===== config.mk =====
export PLATFORM = sky130hd
export DESIGN_NAME = automaton_frame_writer_flat
export DESIGN_NICKNAME = d
export VERILOG_FILES = /design/src/rtl/automaton_frame_writer_pkg.sv /design/src/rtl/automaton_frame_writer_if.sv /design/src/rtl/automaton_frame_writer_ca_word_next.sv /design/src/rtl/automaton_frame_writer.sv /design/src/flat_wrapper.sv
export SDC_FILE = /design/constraint.sdc
export NUM_CORES = 1
export LEC_CHECK = 0
export BUFFER_PORTS_ARGS = -buffer_cell sky130_fd_sc_hd__buf_2
export CORE_MARGIN = 5
export CORE_UTILIZATION = 35
export DETAILED_ROUTE_END_ITERATION = 10
export GPL_ROUTABILITY_DRIVEN = 0
export GPL_TIMING_DRIVEN = 0
export PLACE_DENSITY = 0.63
export SYNTH_ARGS = -nofsm -noshare
export SYNTH_HDL_FRONTEND = slang
export SYNTH_HIERARCHICAL = 1
export SYNTH_SLANG_ARGS = --single-unit
export TNS_END_PERCENT = 30

===== constraint.sdc =====
create_clock -name clk108 -period 2.66 [get_ports clk108]
set_input_delay 0.399 -clock clk108 [delete_from_list [all_inputs] [get_ports clk108]]
set_output_delay 0.399 -clock clk108 [all_outputs]
set_load 0.005 [all_outputs]

===== src/rtl/automaton_frame_writer_pkg.sv =====
// rtl/automaton_frame_writer_pkg.sv - shared constants and FSM state type for the automaton frame writer
package automaton_pkg;
    localparam int WORD_W        = 20;
    localparam int WORDS_PER_ROW = 64;
    localparam int ROWS          = 1024;
    localparam int ADDR_W        = 16;
    localparam int SEED_WORD     = 32;

    typedef enum logic [1:0] {
        ST_IDLE,
        ST_SEED,
        ST_GEN,
        ST_DONE
    } writer_state_t;
endpackage


===== src/rtl/automaton_frame_writer_if.sv =====
// rtl/automaton_frame_writer_if.sv - frame RAM port A bundle (shared read/write address)
interface automaton_frame_writer_if;
    import automaton_pkg::*;

    logic [ADDR_W-1:0] address_a;
    logic [WORD_W-1:0] data_a;
    logic              wren_a;
    logic [WORD_W-1:0] q_a;

    modport master (output address_a, output data_a, output wren_a, input q_a);
    modport slave  (input address_a, input data_a, input wren_a, output q_a);
endinterface


===== src/rtl/automaton_frame_writer_ca_word_next.sv =====
// rtl/automaton_frame_writer_ca_word_next.sv - next-generation word of an elementary cellular automaton
module ca_word_next
    import automaton_pkg::*;
(
    input  logic [7:0]        rule_i,
    input  logic              lbit_i,
    input  logic [WORD_W-1:0] cur_i,
    input  logic              rbit_i,
    output logic [WORD_W-1:0] next_o
);
    // ext[b] is the left neighbour of cur bit b, ext[b+2] its right neighbour
    logic [WORD_W+1:0] ext;
    assign ext = {rbit_i, cur_i, lbit_i};

    always_comb begin
        next_o = '0;
        for (int b = 0; b < WORD_W; b++) begin
            next_o[b] = rule_i[{ext[b], ext[b+1], ext[b+2]}];
        end
    end
endmodule


===== src/rtl/automaton_frame_writer.sv =====
// rtl/automaton_frame_writer.sv - seeds row 0 then computes rows 1..1023 by read-back through RAM port A
module automaton_frame_writer
    import automaton_pkg::*;
(
    input  logic                             clk108,
    input  logic                             reset,
    input  logic                             start,
    input  logic [7:0]                       rule,
    automaton_frame_writer_if.master         ram,
    output logic                             busy,
    output logic                             done
);
    localparam logic [9:0] ROW_LAST  = 10'(ROWS - 1);
    localparam logic [6:0] STEP_LAST = 7'(WORDS_PER_ROW);

    writer_state_t     state_q, state_d;
    logic [9:0]        row_q, row_d;
    logic [6:0]        step_q, step_d;
    logic              phase_q, phase_d;
    logic [WORD_W-1:0] cur_q, cur_d;
    logic              lbit_q, lbit_d;
    logic [7:0]        rule_q, rule_d;

    logic              rbit;
    logic [WORD_W-1:0] next_word;

    // Beyond the last word of the row the right neighbour is the zero boundary
    assign rbit = (step_q == STEP_LAST) ? 1'b0 : ram.q_a[0];

    ca_word_next u_next (
        .rule_i (rule_q),
        .lbit_i (lbit_q),
        .cur_i  (cur_q),
        .rbit_i (rbit),
        .next_o (next_word)
    );

    always_ff @(posedge clk108) begin
        if (reset) begin
            state_q <= ST_IDLE;
            row_q   <= '0;
            step_q  <= '0;
            phase_q <= 1'b0;
            cur_q   <= '0;
            lbit_q  <= 1'b0;
            rule_q  <= '0;
        end else begin
            state_q <= state_d;
            row_q   <= row_d;
            step_q  <= step_d;
            phase_q <= phase_d;
            cur_q   <= cur_d;
            lbit_q  <= lbit_d;
            rule_q  <= rule_d;
        end
    end

    always_comb begin
        state_d       = state_q;
        row_d         = row_q;
        step_d        = step_q;
        phase_d       = phase_q;
        cur_d         = cur_q;
        lbit_d        = lbit_q;
        rule_d        = rule_q;
        ram.address_a = '0;
        ram.data_a    = '0;
        ram.wren_a    = 1'b0;
        busy          = 1'b0;
        done          = 1'b0;

        case (state_q)
            ST_IDLE: begin
                if (start) begin
                    rule_d  = rule;
                    step_d  = '0;
                    state_d = ST_SEED;
                end
            end
            ST_SEED: begin
                busy          = 1'b1;
                ram.wren_a    = 1'b1;
                ram.address_a = {10'd0, step_q[5:0]};
                ram.data_a    = (step_q == 7'(SEED_WORD)) ? WORD_W'(1) : '0;
                if (step_q == STEP_LAST - 7'd1) begin
                    state_d = ST_GEN;
                    row_d   = 10'd1;
                    step_d  = '0;
                    phase_d = 1'b0;
                    cur_d   = '0;
                    lbit_d  = 1'b0;
                end else begin
                    step_d = step_q + 7'd1;
                end
            end
            ST_GEN: begin
                busy = 1'b1;
                if (!phase_q) begin
                    ram.address_a = {row_q - 10'd1, step_q[5:0]};
                    phase_d       = 1'b1;
                end else begin
                    // Step j writes word j-1 once word j of the row above is on q_a
                    if (step_q != 7'd0) begin
                        ram.wren_a    = 1'b1;
                        ram.address_a = {row_q, 6'(step_q - 7'd1)};
                        ram.data_a    = next_word;
                    end
                    phase_d = 1'b0;
                    if (step_q == STEP_LAST) begin
                        step_d = '0;
                        cur_d  = '0;
                        lbit_d = 1'b0;
                        if (row_q == ROW_LAST) begin
                            state_d = ST_DONE;
                        end else begin
                            row_d = row_q + 10'd1;
                        end
                    end else begin
                        step_d = step_q + 7'd1;
                        lbit_d = cur_q[WORD_W-1];
                        cur_d  = ram.q_a;
                    end
                end
            end
            ST_DONE: begin
                done    = 1'b1;
                state_d = ST_IDLE;
            end
            default: state_d = ST_IDLE;
        endcase
    end
endmodule


===== src/flat_wrapper.sv =====
// flat-port wrapper written by rule: the top's interface ports become plain ports
module automaton_frame_writer_flat import automaton_pkg::*;
  (clk108, reset, start, rule, busy, done, ram_address_a, ram_data_a, ram_wren_a, ram_q_a);
  automaton_frame_writer_if ram_i ();
  input  logic clk108;
  input  logic reset;
  input  logic start;
  input  logic [7:0] rule;
  output logic busy;
  output logic done;
  output wire logic [$bits(ram_i.address_a)-1:0] ram_address_a;
  output wire logic [$bits(ram_i.data_a)-1:0] ram_data_a;
  output wire logic [$bits(ram_i.wren_a)-1:0] ram_wren_a;
  input wire logic [$bits(ram_i.q_a)-1:0] ram_q_a;
  assign ram_address_a = ram_i.address_a;
  assign ram_data_a = ram_i.data_a;
  assign ram_wren_a = ram_i.wren_a;
  assign ram_i.q_a = ram_q_a;
  automaton_frame_writer u_core (.clk108(clk108), .reset(reset), .start(start), .rule(rule), .ram(ram_i), .busy(busy), .done(done));
endmodule

After elaboration in Yosys (flattened, before gate mapping)
Cells that the tools add are included.
- register bits after elaboration: 49
- input bits: 31
- output and inout port bits: 39
- logic and storage cells: 134
- add/subtract/negate cells: 4
- order comparisons: 20
- equality and inequality tests: 13
- mux-type cells: 79
- reduce and logical (&&, ||, !) cells: 11
- operators by type and width (operator ; number):
    2-to-1 mux 20 bit ; 5
    less-than comparator 3 x 4 -> 1 bit, second input constant ; 20
    one-hot mux 20 bit (2 select lines) ; 2
    binary-select mux 1 bit (select 3 bit) ; 20
    2-to-1 mux 10 bit ; 4
    2-to-1 mux 16 bit ; 2
    one-hot mux 16 bit (2 select lines) ; 1
    2-to-1 mux 1 bit ; 30
    2-to-1 mux 7 bit ; 4
    one-hot mux 7 bit (3 select lines) ; 1
    one-hot mux 10 bit (2 select lines) ; 1
    == test 7 x 6 -> 1 bit, second input constant ; 2
    adder 10 x 1 -> 10 bit, second input constant ; 1
    == test 10 bit, second input constant ; 1
    2-to-1 mux 2 bit ; 5
    AND reduction 5 bit ; 2
    subtractor 10 x 1 -> 10 bit, second input constant ; 1
    inequality test 2 x 1 -> 1 bit, second input constant ; 4
    one-hot mux 2 bit (4 select lines) ; 1
    adder 7 x 1 -> 7 bit, second input constant ; 1
    == test 7 bit, second input constant ; 1
    nonzero test 7 bit ; 1
    one-hot mux 1 bit (2 select lines) ; 3
    AND reduction 3 bit ; 2
    other kinds (9) ; 12

Depth between registers and ports, before layout
- depth in word-level cells: 7
- mapped depth: 8
- mapped depth without buffers: 8

Hierarchy
Netlist, hierarchy kept.
- modules (own cells, without submodules) (module ; instances ; cells each ; area an instance (µm²) ; seq. area each (µm²)):
    automaton_frame_writer ; 1 ; 333 ; 2705.1 ; 980.9
    ca_word_next ; 1 ; 189 ; 1376.3 ; 0.0

Least setup slack after synthesis
Ideal clock, no wire load.
- kind: flip-flop to output port
- start: register u_core.step_q[0]
- end: output ram_data_a[19]
- arrival time: 2.325 ns
- required time: 2.261 ns
- setup slack: -0.064 ns
- stages on the path, launching flop included: 9
- buffers on the path: 0
- path through: dfxtp_1 -> inv_1 -> ha_1 -> or4b_4 -> or2_1 -> and2_1 -> mux4_2 -> mux2_4 -> and2_1
- word-level cells in the longest chain between the ends: 7
- elaborated cells between the ends (all ways): 8
- those cells by class: 1 x eq/ne; 6 x mux; 1 x reduce/logical
- ends and longest elaborated chain (element ; RTL line ; text):
    from (decl) ; automaton_frame_writer.sv:18 ; logic [6:0] step_q, step_d;
    from (signal assigned) ; automaton_frame_writer.sv:50 ; step_q <= step_d;
    == test 7 bit ; automaton_frame_writer.sv:28 ; assign rbit = (step_q == STEP_LAST) ? 1'b0 : ram.q_a[0];
    2-to-1 mux 1 bit ; automaton_frame_writer.sv:28 ;
    via u_core.rbit ; automaton_frame_writer.sv:24 ; logic rbit;
    binary-select mux 1 bit (select 3 bit) ; automaton_frame_writer_ca_word_next.sv:18 ; next_o[b] = rule_i[{ext[b], ext[b+1], ext[b+2]}];
    2-to-1 mux 1 bit (implied by the code) ; automaton_frame_writer_ca_word_next.sv:18 ;
    via u_core.next_word[19] ; automaton_frame_writer.sv:25 ; logic [WORD_W-1:0] next_word;
    2-to-1 mux 20 bit ; automaton_frame_writer.sv:103 ; if (step_q != 7'd0) begin
    2-to-1 mux 20 bit ; automaton_frame_writer.sv:98 ; if (!phase_q) begin
    one-hot mux 20 bit (2 select lines) ; automaton_frame_writer.sv:72 ; case (state_q)
    to (decl) ; flat_wrapper.sv:12 ; output wire logic [$bits(ram_i.data_a)-1:0] ram_data_a;
The timed path passes the listed nets, and every way through them passes these cells. The select of a mux whose other input is x is not followed.

Worst setup path in the final report
- start: register u_core.step_q[3]
- end: output ram_data_a[19]
The elaborated chain is that of the path after synthesis.

==> impl_metrics.json <==
{
  "status": "finished with violations",
  "violations": "setup timing",
  "nets": 639,
  "grt_max_degree": 20,
  "firstDrtPassIters": 5,
  "clock_sinks": 49,
  "whs_ns": 0.301,
  "die_y_microns": 118,
  "ant_nets": 0,
  "setup_slack_ns": -0.369,
  "dp_hpwl_microns": 8970,
  "power_leakage_nw": 2.00,
  "drt_iter0_drc": 386,
  "overflow": 0,
  "max_slew_margin": 0.380,
  "synth.distinct_cells": 54,
  "drc": 0,
  "grt_pass1_wl_microns": 20200,
  "wl_microns": 12300,
  "core_sq_mm": 0.0114,
  "ys_seq_elements": 49,
  "die-area_sq_mm": 0.0139,
  "wl_per_cell_microns": 16.5,
  "numCtsBuffers": 5,
  "place_inst": 732,
  "clock_latency_ns": 0.31,
  "startpoint": "u_core/step_q[3]$_SDFFE_PP0P_",
  "critPathArrivalTime_ns": 2.63,
  "port_buffers": 67,
  "syn_area_per_cell_sq_um": 7.82,
  "drive_above_1_share": 0.238,
  "synth_top_family_by_area": "simple AND/OR/NAND/NOR gates",
  "die_w_microns": 118,
  "end_kind": "output port",
  "ios": 70,
  "synthesis.area_sq_mm": 0.00408,
  "pwr-share-seq": 0.308,
  "syn-num-nets": 562,
  "drv_cap": 0,
  "drv_slew": 0,
  "p_int_mw": 1.64,
  "async_flop_share": 0,
  "yosysSeqAreaShare": 0.240,
  "ys_warn_count": 6,
  "vias": 4335,
  "cellPowerDensity_mw_per_mm2": 571,
  "synth.mux.area_fraction": 0.0536,
  "path_class": "reg -> out",
  "synth_flop_cell": "dfxtp_1",
  "period_share": 1.14,
  "final.fill_count": 1177,
  "root_buffer": "clkbuf_16",
  "netSwitchingPower_mw": 1.13,
  "layout_commonest_cell": "buf_2",
  "antenna_found_initial": 0,
  "htree_levels": 2,
  "yosys.area_share.simple": 0.316,
  "reg2reg_depth": 7,
  "syn_inst": 522,
  "clkPwrFrac": 0.251,
  "endpoint": "ram_data_a[19]",
  "finalHoldViolations": 0,
  "clk_transition_reported_paths_ns": 0.08,
  "r2r-end": "u_core/step_q[0]$_SDFFE_PP0P_",
  "layout_common_cells": "buf_2 (85), a2111oi_0 (48), dfxtp_1 (44)",
  "worstPathMaxFanout": 10,
  "grt_pass1_vias": 4150,
  "crit_path_start_kind": "register",
  "grt_setup_unrepaired": "yes",
  "multiInputGateArea_sq_mm": 0.00280,
  "power_frac_comb": 0.441,
  "cts_buffer_depth": 2,
  "fmax_mhz": 330,
  "seq_area_sq_um": 992,
  "tightest_slew_ns": 0.923,
  "gr-usage-all-layers": 0.172,
  "regToRegSetupSlack_ns": 0.21,
  "via_per_inst": 5.83,
  "area_delta_synth_final_pct": 18.9,
  "hold_class": "in -> reg",
  "synth_edf_count": 0,
  "vdd_drop_max_v": 0.000296,
  "synth-adder-area-share": 0.0276,
  "setup-violations-final": 1,
  "rows": 39,
  "num_antenna_cells": 0,
  "synth-compound-area-share": 0.256,
  "synthXorXnorAreaFrac": 0.0215,
  "swShare": 0.407,
  "worstPathRequired_ns": 2.26,
  "skew_ns": 0.00745,
  "rr_startpoint": "u_core/state_q[0]$_SDFFE_PP0P_",
  "start_util": 0.357,
  "cts_tree": "built",
  "min_period_ns": 3.03,
  "layoutNonFillerInstCount": 743
}
==> critical path: stages (launching register included) <==
cell and delay (ns):
dfxtp_1 0.31, buf_6 0.14, or4b_4 0.54, or2_4 0.25
and2_4 0.16, mux4_2 0.41, mux2_4 0.28, and2_4 0.14
buf_6 0.10
==> repair_timing <==
action / in CTS / in global routing
buffers inserted: 5 / 1
hold endpoints to repair: 0 / 0
endpoints found under the setup margin: 20 / 26
gates cloned: 0 / 0
pin swaps: 3 / 4
resized for setup: 13 / 9
hold buffers: 0 / 0
==> cells by family (layout without fill, tap and decap cells) <==
logic type	Yosys count	after routing
xor+xnor	10	10
simple gates	229	229
buf+inv	76	154
compound gates	138	138
fa+ha+maj	9	9
mux	11	11
flops	49	49
==> cell type report <==
type,instances,share of cell area
clock buffers,5,0.0258
repair buffers,73,0.0797
inverters,33,0.0260
flip-flops and latches,49,0.204
plain buffers,40,0.0438
multi-input cells,397,0.577
clock inverters,3,0.00593
well taps,143,0.0369
==> Yosys cell counts (6+ instances only) <==
library cell	number	area [sq um]
nor4_1	17	106
xor2_1	6	52.6
a22o_1	21	184
nand4_1	7	43.8
and3_1	22	138
inv_1	26	97.6
a21boi_0	6	45.0
a2111oi_0	48	420
ha_1	9	113
and2_1	34	213
a21oi_1	22	110
nand2_1	35	131
nand3_1	20	100
o21ai_0	8	40.0
mux4_2	7	158
nand2b_1	21	131
dfxtp_1	49	981
inv_2	7	26.3
nor3_1	6	30.0
nor2_1	24	90.1
nor2b_1	23	144
buf_2	19	95.1
clkbuf_1	19	71.3
==> power by group through the flow <==
stage / Clock (mW) / Sequential [mW] / Combinational (mW)
3_5_place_dp: 0 / 0.870 / 1.16
3_3_place_gp: 0 / 0.866 / 1.13
4_1_cts: 0.703 / 0.850 / 1.21
2_1_floorplan: 0 / 0.847 / 0.835
6_report: 0.696 / 0.853 / 1.22
5_1_grt: 0.733 / 0.863 / 1.37
==> through the flow <==
stage	power, mW	instance area, sq um	setup WS, ns	setup TNS [ns]	utilization
after floorplan	1.68	4090	0.00701	0	-
final	2.77	4850	-0.369	-0.369	0.425
after global placement	2.00	4600	-0.219	-1.06	0.403
after CTS	2.76	4830	-0.399	-0.399	0.423
after global routing	2.96	4850	-0.439	-0.516	0.425
after detailed placement	2.03	4600	-0.236	-1.43	0.403
==> worst min-delay path by stage <==
| stage | start | end | slack, ns | cells after the start |
|---|---|---|---|---|
| 2_1_floorplan | u_core/cur_q[14]$_SDFFE_PP0P_ | u_core/cur_q[14]$_SDFFE_PP0P_ | 0.44 | 1 |
| 3_3_place_gp | u_core/cur_q[14]$_SDFFE_PP0P_ | u_core/cur_q[14]$_SDFFE_PP0P_ | 0.46 | 1 |
| 3_5_place_dp | u_core/cur_q[14]$_SDFFE_PP0P_ | u_core/cur_q[14]$_SDFFE_PP0P_ | 0.47 | 1 |
| 4_1_cts | ram_q_a[16] | u_core/cur_q[16]$_SDFFE_PP0P_ | 0.30 | 2 |
| 5_1_grt | ram_q_a[15] | u_core/cur_q[15]$_SDFFE_PP0P_ | 0.31 | 2 |
| 6_report | ram_q_a[5] | u_core/cur_q[5]$_SDFFE_PP0P_ | 0.30 | 2 |
==> layer usage <==
layer | track usage | routed length (microns)
met4 | 0.0502 | 182
met3 | 0.0322 | 899
met2 | 0.288 | 6000
met5 | 0 | 0
met1 | 0.224 | 5210
==> registers in the layout, summed over array words and instances (netlist names) <==
signal,flops
u_core/state_q,2
u_core/row_q,10
u_core/step_q,7
u_core/phase_q,1
u_core/lbit_q,1
u_core/rule_q,8
u_core/cur_q,20
Power figures use the tool's default switching activity.
